### src/rtl/key_cursor_pkg.sv
// key_cursor_pkg
// Shared types and constants for the keyboard-driven cursor controller:
//   - PS/2 set-2 scan codes for prefixes, digits, backspace and arrows
//   - ASCII values produced by the decoder
//   - default cell size and cursor limits
//   - receive FSM state enum and cursor move enum
package key_cursor_pkg;

    // Default geometry: 40x40 cells, cursor origin limited to 0..600 / 0..440
    localparam int unsigned CELL_W_DEF = 40;
    localparam int unsigned CELL_H_DEF = 40;
    localparam int unsigned MAX_X_DEF  = 600;
    localparam int unsigned MAX_Y_DEF  = 440;

    // Prefix bytes
    localparam logic [7:0] SC_EXT = 8'hE0;
    localparam logic [7:0] SC_BRK = 8'hF0;

    // Digit make codes, '0'..'9'
    localparam logic [7:0] SC_D0 = 8'h45;
    localparam logic [7:0] SC_D1 = 8'h16;
    localparam logic [7:0] SC_D2 = 8'h1E;
    localparam logic [7:0] SC_D3 = 8'h26;
    localparam logic [7:0] SC_D4 = 8'h25;
    localparam logic [7:0] SC_D5 = 8'h2E;
    localparam logic [7:0] SC_D6 = 8'h36;
    localparam logic [7:0] SC_D7 = 8'h3D;
    localparam logic [7:0] SC_D8 = 8'h3E;
    localparam logic [7:0] SC_D9 = 8'h46;

    localparam logic [7:0] SC_BKSP = 8'h66;

    // Extended (E0-prefixed) arrow make codes
    localparam logic [7:0] SC_UP    = 8'h75;
    localparam logic [7:0] SC_DOWN  = 8'h72;
    localparam logic [7:0] SC_LEFT  = 8'h6B;
    localparam logic [7:0] SC_RIGHT = 8'h74;

    localparam logic [7:0] ASCII_ZERO  = 8'h30;
    localparam logic [7:0] ASCII_SPACE = 8'h20;

    typedef enum logic [1:0] {
        StIdle,
        StBrk,
        StExt,
        StExtBrk
    } kc_state_e;

    typedef enum logic [2:0] {
        MvNone,
        MvUp,
        MvDown,
        MvLeft,
        MvRight
    } kc_move_e;

endpackage

### src/rtl/key_scan_decode.sv
// key_scan_decode
// Combinational scan-code lookup for the cursor controller.
// Ports:
//   iscan      in   8  make-code byte (prefixes already stripped)
//   iext       in   1  byte followed an E0 prefix
//   ohit       out  1  byte is a recognised key
//   oascii_we  out  1  key carries a character (arrows do not)
//   oascii     out  8  character for the key when oascii_we=1
//   omove      out     cursor move requested by the key
module key_scan_decode
    import key_cursor_pkg::*;
(
    input  logic [7:0] iscan,
    input  logic       iext,
    output logic       ohit,
    output logic       oascii_we,
    output logic [7:0] oascii,
    output kc_move_e   omove
);

    always_comb begin
        ohit      = 1'b0;
        oascii_we = 1'b0;
        oascii    = ASCII_ZERO;
        omove     = MvNone;
        if (iext) begin
            ohit = 1'b1;
            case (iscan)
                SC_UP:    omove = MvUp;
                SC_DOWN:  omove = MvDown;
                SC_LEFT:  omove = MvLeft;
                SC_RIGHT: omove = MvRight;
                default:  ohit  = 1'b0;
            endcase
        end else begin
            ohit      = 1'b1;
            oascii_we = 1'b1;
            omove     = MvRight;
            case (iscan)
                SC_D0:   oascii = 8'h30;
                SC_D1:   oascii = 8'h31;
                SC_D2:   oascii = 8'h32;
                SC_D3:   oascii = 8'h33;
                SC_D4:   oascii = 8'h34;
                SC_D5:   oascii = 8'h35;
                SC_D6:   oascii = 8'h36;
                SC_D7:   oascii = 8'h37;
                SC_D8:   oascii = 8'h38;
                SC_D9:   oascii = 8'h39;
                SC_BKSP: begin
                    oascii = ASCII_SPACE;
                    omove  = MvLeft;
                end
                default: begin
                    ohit      = 1'b0;
                    oascii_we = 1'b0;
                    omove     = MvNone;
                end
            endcase
        end
    end

endmodule

### src/rtl/key_cursor_ctrl.sv
// key_cursor_ctrl
// Turns a stream of PS/2 set-2 scan bytes into a character code and a
// cell-aligned text cursor. Digits type a character and advance right,
// backspace blanks and steps left, E0-prefixed arrows move the cursor.
// Break sequences (F0 xx, E0 F0 xx) are swallowed.
// Configuration macro: KEY_CURSOR_WRAP_EN -- when defined, moves past an edge
// wrap around the screen; otherwise they saturate at the edge.
// Ports:
//   iCLK         in   1   clock, rising edge
//   iRST         in   1   synchronous active-high reset
//   iscan        in   8   scan-code byte
//   iscan_valid  in   1   iscan valid this cycle
//   oascii       out  8   last accepted character
//   ocur_x       out  10  cursor cell origin X (pixels)
//   ocur_y       out  10  cursor cell origin Y (pixels)
//   okey_strobe  out  1   one-cycle pulse per acted-on key
module key_cursor_ctrl
    import key_cursor_pkg::*;
#(
    parameter int unsigned CELL_W = CELL_W_DEF,
    parameter int unsigned CELL_H = CELL_H_DEF,
    parameter int unsigned MAX_X  = MAX_X_DEF,
    parameter int unsigned MAX_Y  = MAX_Y_DEF
) (
    input  logic       iCLK,
    input  logic       iRST,
    input  logic [7:0] iscan,
    input  logic       iscan_valid,
    output logic [7:0] oascii,
    output logic [9:0] ocur_x,
    output logic [9:0] ocur_y,
    output logic       okey_strobe
);

    localparam logic [9:0] STEP_X = 10'(CELL_W);
    localparam logic [9:0] STEP_Y = 10'(CELL_H);
    localparam logic [9:0] LIM_X  = 10'(MAX_X);
    localparam logic [9:0] LIM_Y  = 10'(MAX_Y);

`ifdef KEY_CURSOR_WRAP_EN
    localparam bit WRAP_EN = 1'b1;
`else
    localparam bit WRAP_EN = 1'b0;
`endif

    kc_state_e  state_q, state_d;
    logic [7:0] ascii_q, ascii_d;
    logic [9:0] x_q, x_d;
    logic [9:0] y_q, y_d;
    logic       strobe_q, strobe_d;
    logic       act;

    logic       dec_hit;
    logic       dec_ascii_we;
    logic [7:0] dec_ascii;
    kc_move_e   dec_move;

    key_scan_decode u_decode (
        .iscan     (iscan),
        .iext      (state_q == StExt),
        .ohit      (dec_hit),
        .oascii_we (dec_ascii_we),
        .oascii    (dec_ascii),
        .omove     (dec_move)
    );

    always_comb begin
        state_d  = state_q;
        ascii_d  = ascii_q;
        x_d      = x_q;
        y_d      = y_q;
        strobe_d = 1'b0;
        act      = 1'b0;

        if (iscan_valid) begin
            case (state_q)
                StIdle: begin
                    if (iscan == SC_BRK) begin
                        state_d = StBrk;
                    end else if (iscan == SC_EXT) begin
                        state_d = StExt;
                    end else begin
                        act = 1'b1;
                    end
                end
                StExt: begin
                    if (iscan == SC_BRK) begin
                        state_d = StExtBrk;
                    end else if (iscan != SC_EXT) begin
                        // A repeated E0 keeps us waiting for the real code
                        act     = 1'b1;
                        state_d = StIdle;
                    end
                end
                default: state_d = StIdle; // released key code, dropped
            endcase
        end

        if (act && dec_hit) begin
            strobe_d = 1'b1;
            if (dec_ascii_we) begin
                ascii_d = dec_ascii;
            end
            case (dec_move)
                MvRight: begin
                    if (x_q >= LIM_X) begin
                        if (WRAP_EN) begin
                            x_d = '0;
                            y_d = (y_q >= LIM_Y) ? '0 : y_q + STEP_Y;
                        end
                    end else begin
                        x_d = x_q + STEP_X;
                    end
                end
                MvLeft: begin
                    if (x_q == '0) begin
                        if (WRAP_EN) begin
                            x_d = LIM_X;
                            y_d = (y_q == '0) ? LIM_Y : y_q - STEP_Y;
                        end
                    end else begin
                        x_d = x_q - STEP_X;
                    end
                end
                MvUp: begin
                    if (y_q == '0) begin
                        if (WRAP_EN) begin
                            y_d = LIM_Y;
                        end
                    end else begin
                        y_d = y_q - STEP_Y;
                    end
                end
                MvDown: begin
                    if (y_q >= LIM_Y) begin
                        if (WRAP_EN) begin
                            y_d = '0;
                        end
                    end else begin
                        y_d = y_q + STEP_Y;
                    end
                end
                default: ;
            endcase
        end
    end

    always_ff @(posedge iCLK) begin
        if (iRST) begin
            state_q  <= StIdle;
            ascii_q  <= ASCII_ZERO;
            x_q      <= '0;
            y_q      <= '0;
            strobe_q <= 1'b0;
        end else begin
            state_q  <= state_d;
            ascii_q  <= ascii_d;
            x_q      <= x_d;
            y_q      <= y_d;
            strobe_q <= strobe_d;
        end
    end

    assign oascii      = ascii_q;
    assign ocur_x      = x_q;
    assign ocur_y      = y_q;
    assign okey_strobe = strobe_q;

endmodule

### config.mk
export PLATFORM = sky130hd
export DESIGN_NAME = key_cursor_ctrl
export DESIGN_NICKNAME = d
export VERILOG_FILES = /design/src/rtl/key_cursor_pkg.sv /design/src/rtl/key_scan_decode.sv /design/src/rtl/key_cursor_ctrl.sv
export SDC_FILE = /design/constraint.sdc
export NUM_CORES = 1
export LEC_CHECK = 0
export BUFFER_PORTS_ARGS = -buffer_cell sky130_fd_sc_hd__buf_2
export CAP_MARGIN = 30
export CORE_MARGIN = 2
export CORE_UTILIZATION = 50
export DETAILED_ROUTE_END_ITERATION = 10
export HOLD_SLACK_MARGIN = 0.15
export PLACE_DENSITY = 0.81
export SKIP_CTS_REPAIR_TIMING = 1
export SYNTH_ARGS = -nofsm -noshare
export SYNTH_HDL_FRONTEND = slang
export SYNTH_SLANG_ARGS = --single-unit
### constraint.sdc
create_clock -name iCLK -period 8 [get_ports iCLK]
set_input_delay 1.6 -clock iCLK [delete_from_list [all_inputs] [get_ports iCLK]]
set_output_delay 1.6 -clock iCLK [all_outputs]
set_load 0.05 [all_outputs]
==> flow_summary.ini <==
[clock_tree]
clkTransAtPathRegs_ns = 0.09
clkLatencyLatePin_ns = 0.27
htreeDepth = 1
cts_tree = built
cts_buffer_depth = 2
cts_inserted_buffers = 3
cts.sink_count = 22
cts-root-buf = clkbuf_8

[global_routing]
grt_pass1_wl_um = 6980
grt-ovfl-total = 0
track_usage_pct = 20.5
grt_pass1_vias = 1544
grt_max_degree = 26
antenna_found_initial = 0

[worst_setup_path]
crit_path_end = ocur_x[9]$_SDFFE_PP0P_
worst-r2r-setup-slack_ns = 5.01
crit_cells = 11
timing.rr.start = state_q[0]$_SDFFE_PP0P_
startpoint_type = input pin
crit_chain = buf_2 > or2_2 > o32a_1 > nand2b_1 > ha_1 > nor2b_1 > o21ai_0 > a21o_1 > a21oi_1 > nor4b_1 > mux2_2
cp_num_buf_inv = 1
slowest_stage = o32a_1
endpoint_kind = flop
timing_worst_setup_path_type = input pin to flop
critPathArrivalTime_ns = 4.38
crit_start = iscan[3]
r2r_cells = 9
slowest_delay_ns = 0.37
crit_fanout = 15
cp.required_ns = 8.17
path_delay_family = simple AND/OR/NAND/NOR gates
r2r-end = ocur_y[9]$_SDFFE_PP0P_

[placed_design]
dp_cells = 295
port_buffers = 30
globalplace.congestion = 0.900
place_hpwl_um = 3020
place_area_um2 = 2010
place_ws_ns = 3.50

[power]
p_switching_w = 0.0000699
power_density_nw_per_um2 = 124
p_sw_share_pct = 27.1
leakage_nw = 0.959
internal_power_w = 0.000188
pwr-share-clk_pct = 41.7
power_frac_comb_pct = 15.5
peakVddDrop_uv = 67.2
finalPower_w = 0.000258
pwr-share-seq_pct = 42.8

[sta]
tns_ns = 0
hold_viol_final = 0
rsz0062_at_grt = false
max-slew-margin-rel_pct = 52.4
post-route-min-period_ns = 4.20
final_max_slew_viol_count = 0
worst-slew-pin-transition_ns = 0.709
timing.final.ws_setup_ns = 3.80
fin_crit_sh_pct = 52.6
fin_worst_skew_ns = 0.00644
report.final.setup_viol = 0
timing.fmax_ghz = 0.238

[route]
drtIter0Drc = 72
wire_per_inst_um = 14.0
viasPerCell = 5.81
postRouteAntennaNets = 0
dr.pass1.iters = 4
drt_wl_total_um = 4170
num_vias = 1738
drcViolationCount = 0

[yosys]
syn_area_per_cell_um2 = 8.26
syn_inst = 229
yosysWarnings = 0
synth_edf_count = 0
ys_types = 56
synthTopCellsByArea = dfxtp_1, ha_1, a21oi_1
synth_area_um2 = 1890
ys_ff_latch = 22
async_reset_ff_share_pct = 0
yosysTopAreaCellShare_pct = 23.3
synth_largest_area_cell = dfxtp_1
ys_seq_area_share_pct = 23.3
synth_flop_cell = dfxtp_1

[cells_and_area]
multiInputGateArea_um2 = 1320
finalNonFillerCells = 299
regArea_um2 = 440
area_growth_syn_to_layout_pct = 10.1
fin_nets = 275
postLayoutCellArea_um2 = 2080
final_common_cell = buf_2
diodes = 0
layout_common_cells = buf_2, dfxtp_1, a21oi_1
num-fill-cells = 375
drive_gt1_share_pct = 19.5

[floorplan]
num_io_pins = 40
fp-row-count = 22
core_area_um2 = 3660
die_h_um = 65.5
dieArea_um2 = 4290
start_util_pct = 51.7
die_w_um = 65.5

[run_status]
status = completed

[worst_hold_path]
worstHoldPathType = flop to flop

[flow_run]
maxCapViolations = 0
==> registers in the layout (all words and copies together), names as in the netlist <==
signal and count:
ocur_x 7, okey_strobe 1, state_q 2, ocur_y 7
oascii 5
==> how the worst min path moves through the flow <==
stage / start / to / slack (ns) / depth (start not counted)
after CTS: oascii[1]$_SDFFE_PP0P_ / oascii[1]$_SDFFE_PP0P_ / 0.47 / 2
after global routing: oascii[2]$_SDFFE_PP0P_ / oascii[2]$_SDFFE_PP0P_ / 0.49 / 2
after floorplan: state_q[0]$_SDFFE_PP0P_ / state_q[0]$_SDFFE_PP0P_ / 0.48 / 2
after global placement: oascii[4]$_SDFFE_PP1P_ / oascii[4]$_SDFFE_PP1P_ / 0.45 / 1
after detailed placement: oascii[4]$_SDFFE_PP1P_ / oascii[4]$_SDFFE_PP1P_ / 0.45 / 1
final: oascii[1]$_SDFFE_PP0P_ / oascii[1]$_SDFFE_PP0P_ / 0.46 / 2
==> through the flow <==
| stage | utilization (%) | hold WS (ns) |
|---|---|---|
| final | 56.9 | 0.462 |
| after global routing | 56.9 | 0.489 |
| after CTS | 56.9 | 0.468 |
| after detailed placement | 54.9 | 0.450 |
| after global placement | 54.9 | 0.446 |
| after floorplan | - | 0.481 |
==> cell type report <==
class	count	area share [%]
multi-input cells	185	63.3
flip-flops and latches	22	21.2
clock buffers	3	1.98
well taps	48	2.88
repair buffers	31	7.57
inverters	9	1.62
clock inverters	1	1.44
==> power by group through the flow <==
stage / sequential [W] / clock, W / combinational [W]
2_1_floorplan: 0.000114 / 0 / 0.0000344
3_3_place_gp: 0.000113 / 0 / 0.0000391
3_5_place_dp: 0.000113 / 0 / 0.0000394
4_1_cts: 0.000110 / 0.000109 / 0.0000396
5_1_grt: 0.000110 / 0.000113 / 0.0000430
6_report: 0.000110 / 0.000108 / 0.0000399
==> synth_stat cells (all sizes together) (6+ instances only) <==
cell type  number
a21oi          20
buf            17
dfxtp          22
ha             10
inv             9
mux2i           7
nand2           9
nand2b          7
nand3           6
nor2           18
o21ai          13
xnor2           6
xor2            6
==> worst register-to-register path: cells and delay by family, from the launching register on <==
family | cells | cell delay [ns]
AND/OR/NAND/NOR | 3 | 1.31
AO/OA/AOI/OAI | 4 | 0.65
adder cells (fa/ha/maj) | 1 | 0.47
flip-flops | 1 | 0.35
XOR/XNOR | 1 | 0.14
==> kinds of logic (layout without fill, tap and decap cells) <==
family	after synthesis	in the layout	synth area share, %
compound gates	63	63	23.9
mux	9	9	4.89
buf+inv	29	44	8.40
xor+xnor	12	12	5.56
other cells	2	9	0.397
flops	22	22	23.3
fa+ha+maj	12	12	8.73
simple gates	80	80	24.9
==> per-layer routing <==
layer  up-vias  global-route usage [%]  wire [um]
met2        30                    33.8       2050
met5         -                       0          0
met1       837                    27.2       1930
met3         4                    2.40        131
met4         0                    8.59         62
li1        867                       -          -
Power figures use the tool's default switching activity.
